<file path="config.mk">
export PLATFORM = sky130hd
export DESIGN_NAME = mac_accum_flat
export DESIGN_NICKNAME = d
export VERILOG_FILES = /design/src/rtl/mac_accum_if.sv /design/src/rtl/mac_accum.sv /design/src/flat_wrapper.sv
export SDC_FILE = /design/constraint.sdc
export NUM_CORES = 1
export LEC_CHECK = 0
export ABC_AREA = 1
export CAP_MARGIN = 10
export CORE_MARGIN = 2
export CORE_UTILIZATION = 43
export DETAILED_ROUTE_END_ITERATION = 16
export SYNTH_ARGS = -nofsm -noshare
export SYNTH_HDL_FRONTEND = slang
export SYNTH_SLANG_ARGS = --single-unit
</file>
<file path="constraint.sdc">
create_clock -name clk -period 6.74 [get_ports clk]
set_clock_uncertainty 0.1 [all_clocks]
set_input_delay 1.348 -clock clk [delete_from_list [all_inputs] [get_ports clk]]
set_output_delay 1.348 -clock clk [all_outputs]
set_load 0.005 [all_outputs]
</file>
<file path="src/rtl/mac_accum_if.sv">
// Operand/result bundle for mac_accum: master drives operands, slave returns per-vector results.
interface mac_accum_if #(
  parameter int unsigned IN_W  = 19,
  parameter int unsigned ACC_W = 26,
  parameter int unsigned CNT_W = 8
);
  logic                    in_valid;
  logic                    in_last;
  logic signed [IN_W-1:0]  in_a;
  logic signed [IN_W-1:0]  in_b;
  logic                    out_valid;
  logic signed [ACC_W-1:0] out_sum;
  logic [CNT_W-1:0]        out_count;
  logic                    out_sat;

  modport master (
    output in_valid, in_last, in_a, in_b,
    input  out_valid, out_sum, out_count, out_sat
  );

  modport slave (
    input  in_valid, in_last, in_a, in_b,
    output out_valid, out_sum, out_count, out_sat
  );
endinterface

</file>
<file path="src/rtl/mac_accum.sv">
// Two-stage signed fixed-point MAC: saturated scaled product, then saturating per-vector
// accumulation emitting one sum/count/sat result pulse per in_last-terminated vector.
module mac_accum #(
  parameter int unsigned IN_W  = 19,
  parameter int unsigned ACC_W = 26,
  parameter int unsigned FRAC  = 12,
  parameter int unsigned CNT_W = 8
) (
  input logic       clk,
  input logic       rst,
  mac_accum_if.slave io_bus
);
  localparam int unsigned PW = 2 * IN_W;
  localparam logic signed [ACC_W-1:0] AccMax = {1'b0, {(ACC_W-1){1'b1}}};
  localparam logic signed [ACC_W-1:0] AccMin = {1'b1, {(ACC_W-1){1'b0}}};

  // Stage 1: full-width product, truncating shift, clamp to accumulator range
  logic signed [PW-1:0]    w_a_ext, w_b_ext, w_prod, w_prod_shr;
  logic                    w_prod_ovf;
  logic signed [ACC_W-1:0] w_prod_sat;

  always_comb begin
    w_a_ext    = PW'(io_bus.in_a);
    w_b_ext    = PW'(io_bus.in_b);
    w_prod     = w_a_ext * w_b_ext;
    w_prod_shr = w_prod >>> FRAC;
    w_prod_ovf = (w_prod_shr[PW-1:ACC_W-1] != {(PW-ACC_W+1){w_prod_shr[PW-1]}});
    w_prod_sat = w_prod_ovf ? (w_prod_shr[PW-1] ? AccMin : AccMax) : w_prod_shr[ACC_W-1:0];
  end

  logic signed [ACC_W-1:0] r_p;
  logic                    r_p_valid, r_p_last, r_p_sat;

  always_ff @(posedge clk or negedge rst) begin
    if (!rst) begin
      r_p       <= '0;
      r_p_valid <= 1'b0;
      r_p_last  <= 1'b0;
      r_p_sat   <= 1'b0;
    end else begin
      r_p_valid <= io_bus.in_valid;
      r_p_last  <= io_bus.in_valid & io_bus.in_last;
      if (io_bus.in_valid) begin
        r_p     <= w_prod_sat;
        r_p_sat <= w_prod_ovf;
      end
    end
  end

  // Stage 2: one guard bit detects accumulator overflow before clamping
  logic signed [ACC_W-1:0] r_acc;
  logic [CNT_W-1:0]        r_cnt;
  logic                    r_sat_flag, r_start;
  logic                    r_out_valid, r_out_sat;
  logic signed [ACC_W-1:0] r_out_sum;
  logic [CNT_W-1:0]        r_out_count;

  logic signed [ACC_W-1:0] w_base, w_acc_nxt;
  logic signed [ACC_W:0]   w_sum;
  logic                    w_sum_ovf, w_sat_nxt;
  logic [CNT_W-1:0]        w_cnt_nxt;

  always_comb begin
    w_base    = r_start ? '0 : r_acc;
    w_sum     = (ACC_W+1)'(w_base) + (ACC_W+1)'(r_p);
    w_sum_ovf = (w_sum[ACC_W] != w_sum[ACC_W-1]);
    w_acc_nxt = w_sum_ovf ? (w_sum[ACC_W] ? AccMin : AccMax) : w_sum[ACC_W-1:0];
    w_cnt_nxt = r_start ? CNT_W'(1) : ((&r_cnt) ? r_cnt : r_cnt + CNT_W'(1));
    w_sat_nxt = (~r_start & r_sat_flag) | r_p_sat | w_sum_ovf;
  end

  always_ff @(posedge clk or negedge rst) begin
    if (!rst) begin
      r_acc       <= '0;
      r_cnt       <= '0;
      r_sat_flag  <= 1'b0;
      r_start     <= 1'b1;
      r_out_valid <= 1'b0;
      r_out_sum   <= '0;
      r_out_count <= '0;
      r_out_sat   <= 1'b0;
    end else begin
      r_out_valid <= r_p_valid & r_p_last;
      if (r_p_valid) begin
        r_acc      <= w_acc_nxt;
        r_cnt      <= w_cnt_nxt;
        r_sat_flag <= w_sat_nxt;
        r_start    <= r_p_last;
        if (r_p_last) begin
          r_out_sum   <= w_acc_nxt;
          r_out_count <= w_cnt_nxt;
          r_out_sat   <= w_sat_nxt;
        end
      end
    end
  end

  assign io_bus.out_valid = r_out_valid;
  assign io_bus.out_sum   = r_out_sum;
  assign io_bus.out_count = r_out_count;
  assign io_bus.out_sat   = r_out_sat;
endmodule
</file>
<file path="src/flat_wrapper.sv">
// flat-port wrapper written by rule: the top's interface ports become plain ports
module mac_accum_flat 
#(
  parameter int unsigned IN_W  = 19,
  parameter int unsigned ACC_W = 26,
  parameter int unsigned FRAC  = 12,
  parameter int unsigned CNT_W = 8
)
  (clk, rst, io_bus_in_valid, io_bus_in_last, io_bus_in_a, io_bus_in_b, io_bus_out_valid, io_bus_out_sum, io_bus_out_count, io_bus_out_sat);
  mac_accum_if #(.IN_W(IN_W), .ACC_W(ACC_W), .CNT_W(CNT_W)) io_bus_i ();
  input logic clk;
  input logic rst;
  input wire logic [$bits(io_bus_i.in_valid)-1:0] io_bus_in_valid;
  input wire logic [$bits(io_bus_i.in_last)-1:0] io_bus_in_last;
  input wire logic [$bits(io_bus_i.in_a)-1:0] io_bus_in_a;
  input wire logic [$bits(io_bus_i.in_b)-1:0] io_bus_in_b;
  output wire logic [$bits(io_bus_i.out_valid)-1:0] io_bus_out_valid;
  output wire logic [$bits(io_bus_i.out_sum)-1:0] io_bus_out_sum;
  output wire logic [$bits(io_bus_i.out_count)-1:0] io_bus_out_count;
  output wire logic [$bits(io_bus_i.out_sat)-1:0] io_bus_out_sat;
  assign io_bus_i.in_valid = io_bus_in_valid;
  assign io_bus_i.in_last = io_bus_in_last;
  assign io_bus_i.in_a = io_bus_in_a;
  assign io_bus_i.in_b = io_bus_in_b;
  assign io_bus_out_valid = io_bus_i.out_valid;
  assign io_bus_out_sum = io_bus_i.out_sum;
  assign io_bus_out_count = io_bus_i.out_count;
  assign io_bus_out_sat = io_bus_i.out_sat;
  mac_accum #(.IN_W(IN_W), .ACC_W(ACC_W), .FRAC(FRAC), .CNT_W(CNT_W)) u_core (.clk(clk), .rst(rst), .io_bus(io_bus_i));
endmodule
</file>
# Yosys cells after proc, flatten, opt, wreduce, memory -nomap -nowiden
# Cells that the tools add are included.
# totals
in_bits	42
regBits	100
# classes
reduce_logical	2
eq_ne	1
bitwise_logic	5
mul	1
addsub	2
muxes	5
# op_table
op	count
2-to-1 mux 26 bit	3
multiplier 19 x 19 -> 38 bit	1
adder 26 x 26 -> 27 bit	1
2-to-1 mux 8 bit	2
adder 8 x 1 -> 8 bit (second input constant)	1
AND reduction 8 bit	1
AND 1 bit	3
AND reduction 2 bit	1
!= test 1 bit	1
inverter 1 bit	1
bitwise OR 1 bit	1

# Depth between registers and ports, before layout
# Gate-level depths: netlist of the first run.
# depth
depth_word	4
depth_mapped	31
depth_no_buf	29

# Worst setup path before layout of the first run
# OpenSTA, ideal clock, no wires.
# synth_timing
kind	input -> register
start	in io_bus_in_b[2]
end	reg u_core.r_p[19]
setup_time_ns	0.118
stages	22
setup_slack_ns	-0.492
n_path_buf	2
t_arrival_ns	7.014
path_cell_list	clkbuf_1 -> buf_1 -> nand2_1 -> fa_1 -> fa_1 -> fa_1 -> inv_1 -> fa_1 -> fa_1 -> fa_1 -> ha_1 -> ha_1 -> nand2_1 -> nor2_1 -> inv_1 -> nor2_1 -> nand3_1 -> or2_2 -> nand2_1 -> nand2_1 -> nand3_1 -> nand2_1
# synth_via
elab_chain_len	1
# synth_lines
item	line_no	text
start: declaration	flat_wrapper.sv:16	input wire logic [$bits(io_bus_i.in_b)-1:0] io_bus_in_b;
multiplier 19 x 19 -> 38 bit	mac_accum.sv:25	w_prod = w_a_ext * w_b_ext;
end signal: assignment	mac_accum.sv:44	r_p <= w_prod_sat;
end: declaration	mac_accum.sv:31	logic signed [ACC_W-1:0] r_p;
# No other way between the ends.
# A chain may end at the register's enable or synchronous reset.

# Worst setup path after layout of the first run
# layout_timing
start	in io_bus_in_a[18]
end	reg u_core.r_p[24]
# layout_via
elab_chain_len	1
# layout_lines
item	line_no	text
start: declaration	flat_wrapper.sv:15	input wire logic [$bits(io_bus_i.in_a)-1:0] io_bus_in_a;
multiplier 19 x 19 -> 38 bit	mac_accum.sv:25	
# No other way between the ends.

==> results.txt, run 1 <==
total track usage -> 23.1%
DRC -> 0
Max-Slew Margin vs Limit -> 42.8%
post-synth cell types -> 44
CTS max path bufs -> 2
die width -> 222 um
Avg Inst Size Synth -> 7.67 sq um
number of buffers added on ports -> 77
n_diodes -> 0
gpl congestion -> 0.886
first-pass GRT wire length -> 91.8 mm
cts hold-fix bufs -> 0
Multi-input gate area -> 0.0161 sq mm
CTS clk-pin slew, worst paths -> 0.07 ns
Synth Instances -> 2667
CTS sink count -> 100
Final Slew Violations -> 0
Fmax -> 0.152 GHz
Worst Setup End Kind -> flop
Yosys reg bits -> 100
fin crit share -> 97.6%
CTS buffer count -> 9
syn_nets -> 3213
RSZ-0062 raised after global routing -> true
Detailed Place HPWL -> 45.6 mm
core area -> 0.0468 sq mm
top cells by count, synth -> 794 x nand2_1, 683 x inv_1, 369 x fa_1
area share of the largest cell type after synthesis -> 36.1%
Post-synth ARST share -> 100%
vias per inst -> 4.78
Yosys Warn Count -> 0
Die Height -> 222 um
initial cell density of the core -> 43.7%
Max-Cap Viols -> 0
largest net degree at the start of global routing -> 54
sequential-to-total area share from yosys stat -> 12.2%
Worst Tran Pin Value -> 0.858 ns
First DRT Iteration DRCs -> 942
largest area contributor in the netlist -> fa_1
WP data arrival -> 6.73 ns
number of global-route vias before repair -> 18100
Synth-to-Final Area Change -> 26.0%
Pre-antenna DRT Iters -> 5
DR vias -> 17100
NumNets Final -> 3514
Post-DRT Antenna Nets -> 0
Hold Path Class -> reg2reg
Sequential Area -> 0.00250 sq mm
Worst setup SP type -> input pin
io pins -> 78
die area -> 0.0493 sq mm
synth top area cells -> fa_1 36%, nand2_1 15%, inv_1 13%
GR Overflow Total -> 0
Crit Path Class -> in2reg
final WL -> 55.4 mm
# setup viols final -> 0
initial antenna violation count -> 0
Avg WL per Cell -> 15.5 um
CTS tree -> done
reg2reg setup slack -> 3.30 ns
Post-synth EDFFs -> 0
crit path max fanout -> 6
final hold viol count -> 0
CTS root buf -> clkbuf_16
Core Util, Final -> 55.1%
top-count cell post-synth -> nand2_1
Clk Latency, worst-skew pair -> 0.36 ns
Filler cells -> 4353
min cycle time layout -> 6.58 ns
Worst EP required -> 6.89 ns
Synth Flop Type -> dfrtp_1
Post-Syn Area -> 0.0205 sq mm
H-tree depth -> 3
status -> finished clean
share of cells above drive strength 1 -> 23.2%
row count -> 79
## critical path: stages
cell     delay, ns
buf_4         0.12
buf_6         0.14
nand2_2       0.10
fa_2          0.48
fa_2          0.61
fa_2          0.51
buf_12        0.17
buf_4         0.15
fa_1          0.49
inv_2         0.04
fa_1          0.52
inv_1         0.05
fa_1          0.48
inv_1         0.07
ha_4          0.22
ha_4          0.29
nand2_2       0.06
nor3_2        0.19
inv_2         0.08
nor4_4        0.28
nand2_2       0.08
nand2_1       0.06
nand2_1       0.05
nand3_1       0.06
nand2_1       0.05
## cell families after synthesis
group                    after synthesis  share of synthesized area, %
buffers and inverters                788                          14.9
XOR/XNOR                              39                          1.67
AND/OR/NAND/NOR                     1069                          22.1
adder cells (fa/ha/maj)              504                          44.4
flip-flops                           100                          12.2
AO/OA/AOI/OAI                        167                          4.72
## layout by cell type (no fill, tap or decap), types with 7 or more instances in the layout
cell,n
buf_4,239
buf_2,7
xnor2_1,18
ha_1,86
buf_6,51
nor2_4,13
nand2_1,739
clkbuf_2,22
buf_12,21
a21oi_2,21
o21ai_1,11
a21oi_1,40
a31oi_1,8
inv_1,638
nand4_1,14
o21bai_1,14
clkbuf_16,10
nor2_2,17
nand2_4,33
nand2_2,76
clkdlybuf4s50_1,39
fa_2,29
nand3_1,56
ha_4,49
dfrtp_1,99
o21ai_0,44
fa_1,340
nor2_1,87
inv_2,46
nand3_2,10
xor2_1,20
## per-stage QoR
stage	instance area (sq um)	setup slack (ns)	cells	hold WS (ns)	TNS, ns
final	25800	0.162	3580	0.380	0
after global placement	23600	-0.899	3495	0.362	-16.00
after floorplan	20600	-0.00341	2667	0.349	-0.00341
after global routing	25800	-0.0826	3580	0.396	-0.135
after CTS	24800	0.00144	3555	0.382	0
after detailed placement	23700	-0.933	3496	0.364	-16.62
## metal layers
layer / wire length, um / vias up / track usage (%) / share of wire (%)
met5: 0 / - / 0 / 0
met4: 1240 / 0 / 5.10 / 2.2
met3: 2280 / 77 / 2.53 / 4.1
met2: 26700 / 350 / 39.8 / 48
met1: 25100 / 8380 / 31.4 / 45
li1: - / 8294 / - / -
## timing repair
item                                    CTS  global route
resized for setup                       173           275
pin swaps                                56           128
cloned                                    2             2
endpoints found under the setup margin   25            26
buffers inserted                         41            28
## sequential cells by signal (all words and copies together) (netlist names)
name / flops
u_core.r_start: 1
u_core.r_cnt: 8
u_core.r_p_valid: 1
u_core.io_bus.out_sum: 26
u_core.r_p_last: 1
u_core.io_bus.out_valid: 1
u_core.r_p: 26
u_core.io_bus.out_sat: 1
u_core.r_sat_flag: 1
u_core.io_bus.out_count: 8
u_core.r_acc: 26
## final timing paths
kind | cells after the start | from | end
min in group asynchronous | 1 | rst | u_core.io_bus.out_count[7]
min | 2 | u_core.io_bus.out_sum[8] | u_core.io_bus.out_sum[8]
max in group asynchronous | 2 | rst | u_core.io_bus.out_sum[9]
max | 25 | io_bus_in_a[18] | u_core.r_p[24]
max reg2reg | 16 | u_core.r_start | u_core.io_bus.out_sum[2]
min reg2reg | 2 | u_core.io_bus.out_sum[8] | u_core.io_bus.out_sum[8]
## layout make-up
type                    count  area share (%)
inverters                 687            10.0
flip-flops and latches    100            9.72
clock buffers              10           0.889
repair buffers            391            13.6
multi-input cells        1779            62.5
well taps                 607            2.95
clock inverters             6           0.296
Power of run 1 is left out: the tool's default activity adds up to more than one toggle a clock period on the data nets, which glitch-free logic cannot reach.
==> run 2: changes to the inputs <==
Settings changed: CORE_MARGIN 2 to 3.
==> results.txt, run 2 (synthesized netlist as in run 1, its figures left out) <==
die area -> 0.0502 sq mm
CTS root buf -> clkbuf_16
Worst Tran Pin Value -> 0.805 ns
Inst Count DP -> 3498
Worst Setup End Kind -> flop
most common cell after layout, fill and taps aside -> nand2_1
Fmax -> 0.151 GHz
largest net degree at the start of global routing -> 59
GR Overflow Total -> 0
Hold Path Class -> reg2reg
WP data arrival -> 6.79 ns
DRC -> 0
Worst EP required -> 6.89 ns
n_diodes -> 0
Max-Slew Margin vs Limit -> 46.3%
core area -> 0.0468 sq mm
Pre-antenna DRT Iters -> 5
final WL -> 55.6 mm
number of global-route vias before repair -> 18300
Clk Latency, worst-skew pair -> 0.37 ns
Post-DRT Antenna Nets -> 0
CTS sink count -> 100
CTS buffer count -> 9
Max-Cap Viols -> 0
vias per inst -> 4.80
Crit Path Class -> in2reg
fin crit share -> 98.4%
Worst setup SP type -> input pin
CTS clk-pin slew, worst paths -> 0.07 ns
Synth-to-Final Area Change -> 27.4%
first-pass GRT wire length -> 91.6 mm
CTS max path bufs -> 2
Avg WL per Cell -> 15.5 um
cts hold-fix bufs -> 0
DR vias -> 17200
First DRT Iteration DRCs -> 922
Filler cells -> 4293
min cycle time layout -> 6.64 ns
crit path max fanout -> 7
NumNets Final -> 3522
final hold viol count -> 0
Detailed Place HPWL -> 45.4 mm
final non-filler cell total -> 3588
CTS tree -> done
most frequent cells in the layout -> 735 x nand2_1, 643 x inv_1, 332 x fa_1
Core Util, Final -> 55.7%
initial antenna violation count -> 0
Multi-input gate area -> 0.0163 sq mm
RSZ-0062 raised after global routing -> true
row count -> 79
die width -> 224 um
total track usage -> 22.5%
H-tree depth -> 3
status -> finished clean
gpl congestion -> 0.929
# setup viols final -> 0
initial cell density of the core -> 43.7%
number of buffers added on ports -> 77
Die Height -> 224 um
io pins -> 78
Final Slew Violations -> 0
Sequential Area -> 0.00250 sq mm
share of cells above drive strength 1 -> 23.7%
[run 2: cell types whose count changed in the layout (fill, tap and decap cells not counted), sizes merged]
cell           change
dlygate4sd2        +5
clkbuf            -11
clkinv             +2
buf                +7
clkdlybuf4s15      +2
bufbuf             +4
bufinv             -1
[run 2: metrics by stage]
stage / setup TNS (ns) / cell area [sq um] / setup slack, ns / hold slack (ns)
2_1_floorplan: -0.00341 / 20600 / -0.00341 / 0.349
3_3_place_gp: -16.48 / 23600 / -0.922 / 0.362
3_5_place_dp: -17.99 / 23600 / -0.968 / 0.364
4_1_cts: -0.00889 / 25000 / -0.00889 / 0.384
5_1_grt: -0.856 / 26100 / -0.113 / 0.402
6_report: 0 / 26100 / 0.105 / 0.375
[run 2: layer usage]
layer	GRT usage (%)	vias up	wire length [um]
li1	-	8319	-
met3	2.61	85	2140
met1	30.5	8493	25200
met5	0	-	0
met2	38.4	342	26900
met4	5.94	0	1390
[run 2: final timing paths]
path / startpoint / endpoint / slack, ns / cells past startpoint
setup / recovery: io_bus_in_b[3] / u_core.r_p[24] / 0.10 / 26
hold / removal: u_core.io_bus.out_sum[11] / u_core.io_bus.out_sum[11] / 0.37 / 2
setup reg to reg: u_core.r_start / u_core.io_bus.out_sum[2] / 3.35 / 16
hold reg to reg: u_core.io_bus.out_sum[11] / u_core.io_bus.out_sum[11] / 0.37 / 2
max in group asynchronous: rst / u_core.r_acc[1] / 4.47 / 2
min in group asynchronous: rst / u_core.io_bus.out_count[4] / 0.87 / 1
[run 2: repair_timing]
item	CTS	global route
gates cloned	5	1
setup endpoints to repair	25	25
hold endpoints to repair	0	0
pin swaps	54	108
gates resized for setup	213	248
setup buffers	46	23
[run 2: area by class of cell]
cell class                 count  area share, %
multi-input combinational   1779           62.4
timing repair buffer         399           14.0
inverter                     687           9.92
sequential                   100           9.61
tap                          607           2.92
clock buffer                   9          0.865
clock inverter                 7          0.255
[run 2: worst max-delay path, stage by stage]
cell and delay, ns:
clkdlybuf4s15_1 0.17, buf_6 0.15, nand2_2 0.07, fa_2 0.50, fa_2 0.65, fa_2 0.57, buf_6 0.17, buf_6 0.12
fa_1 0.47, inv_1 0.05, fa_1 0.49, inv_2 0.04, fa_1 0.51, inv_2 0.04, ha_4 0.21, ha_4 0.32
nand2_4 0.07, nor3_4 0.18, inv_2 0.08, buf_6 0.12, o21ai_2 0.14, a21oi_2 0.06, nand2_2 0.06, nand2_1 0.04
nand3_1 0.08, nand2_1 0.06
Power of run 2 is left out for the same reason.
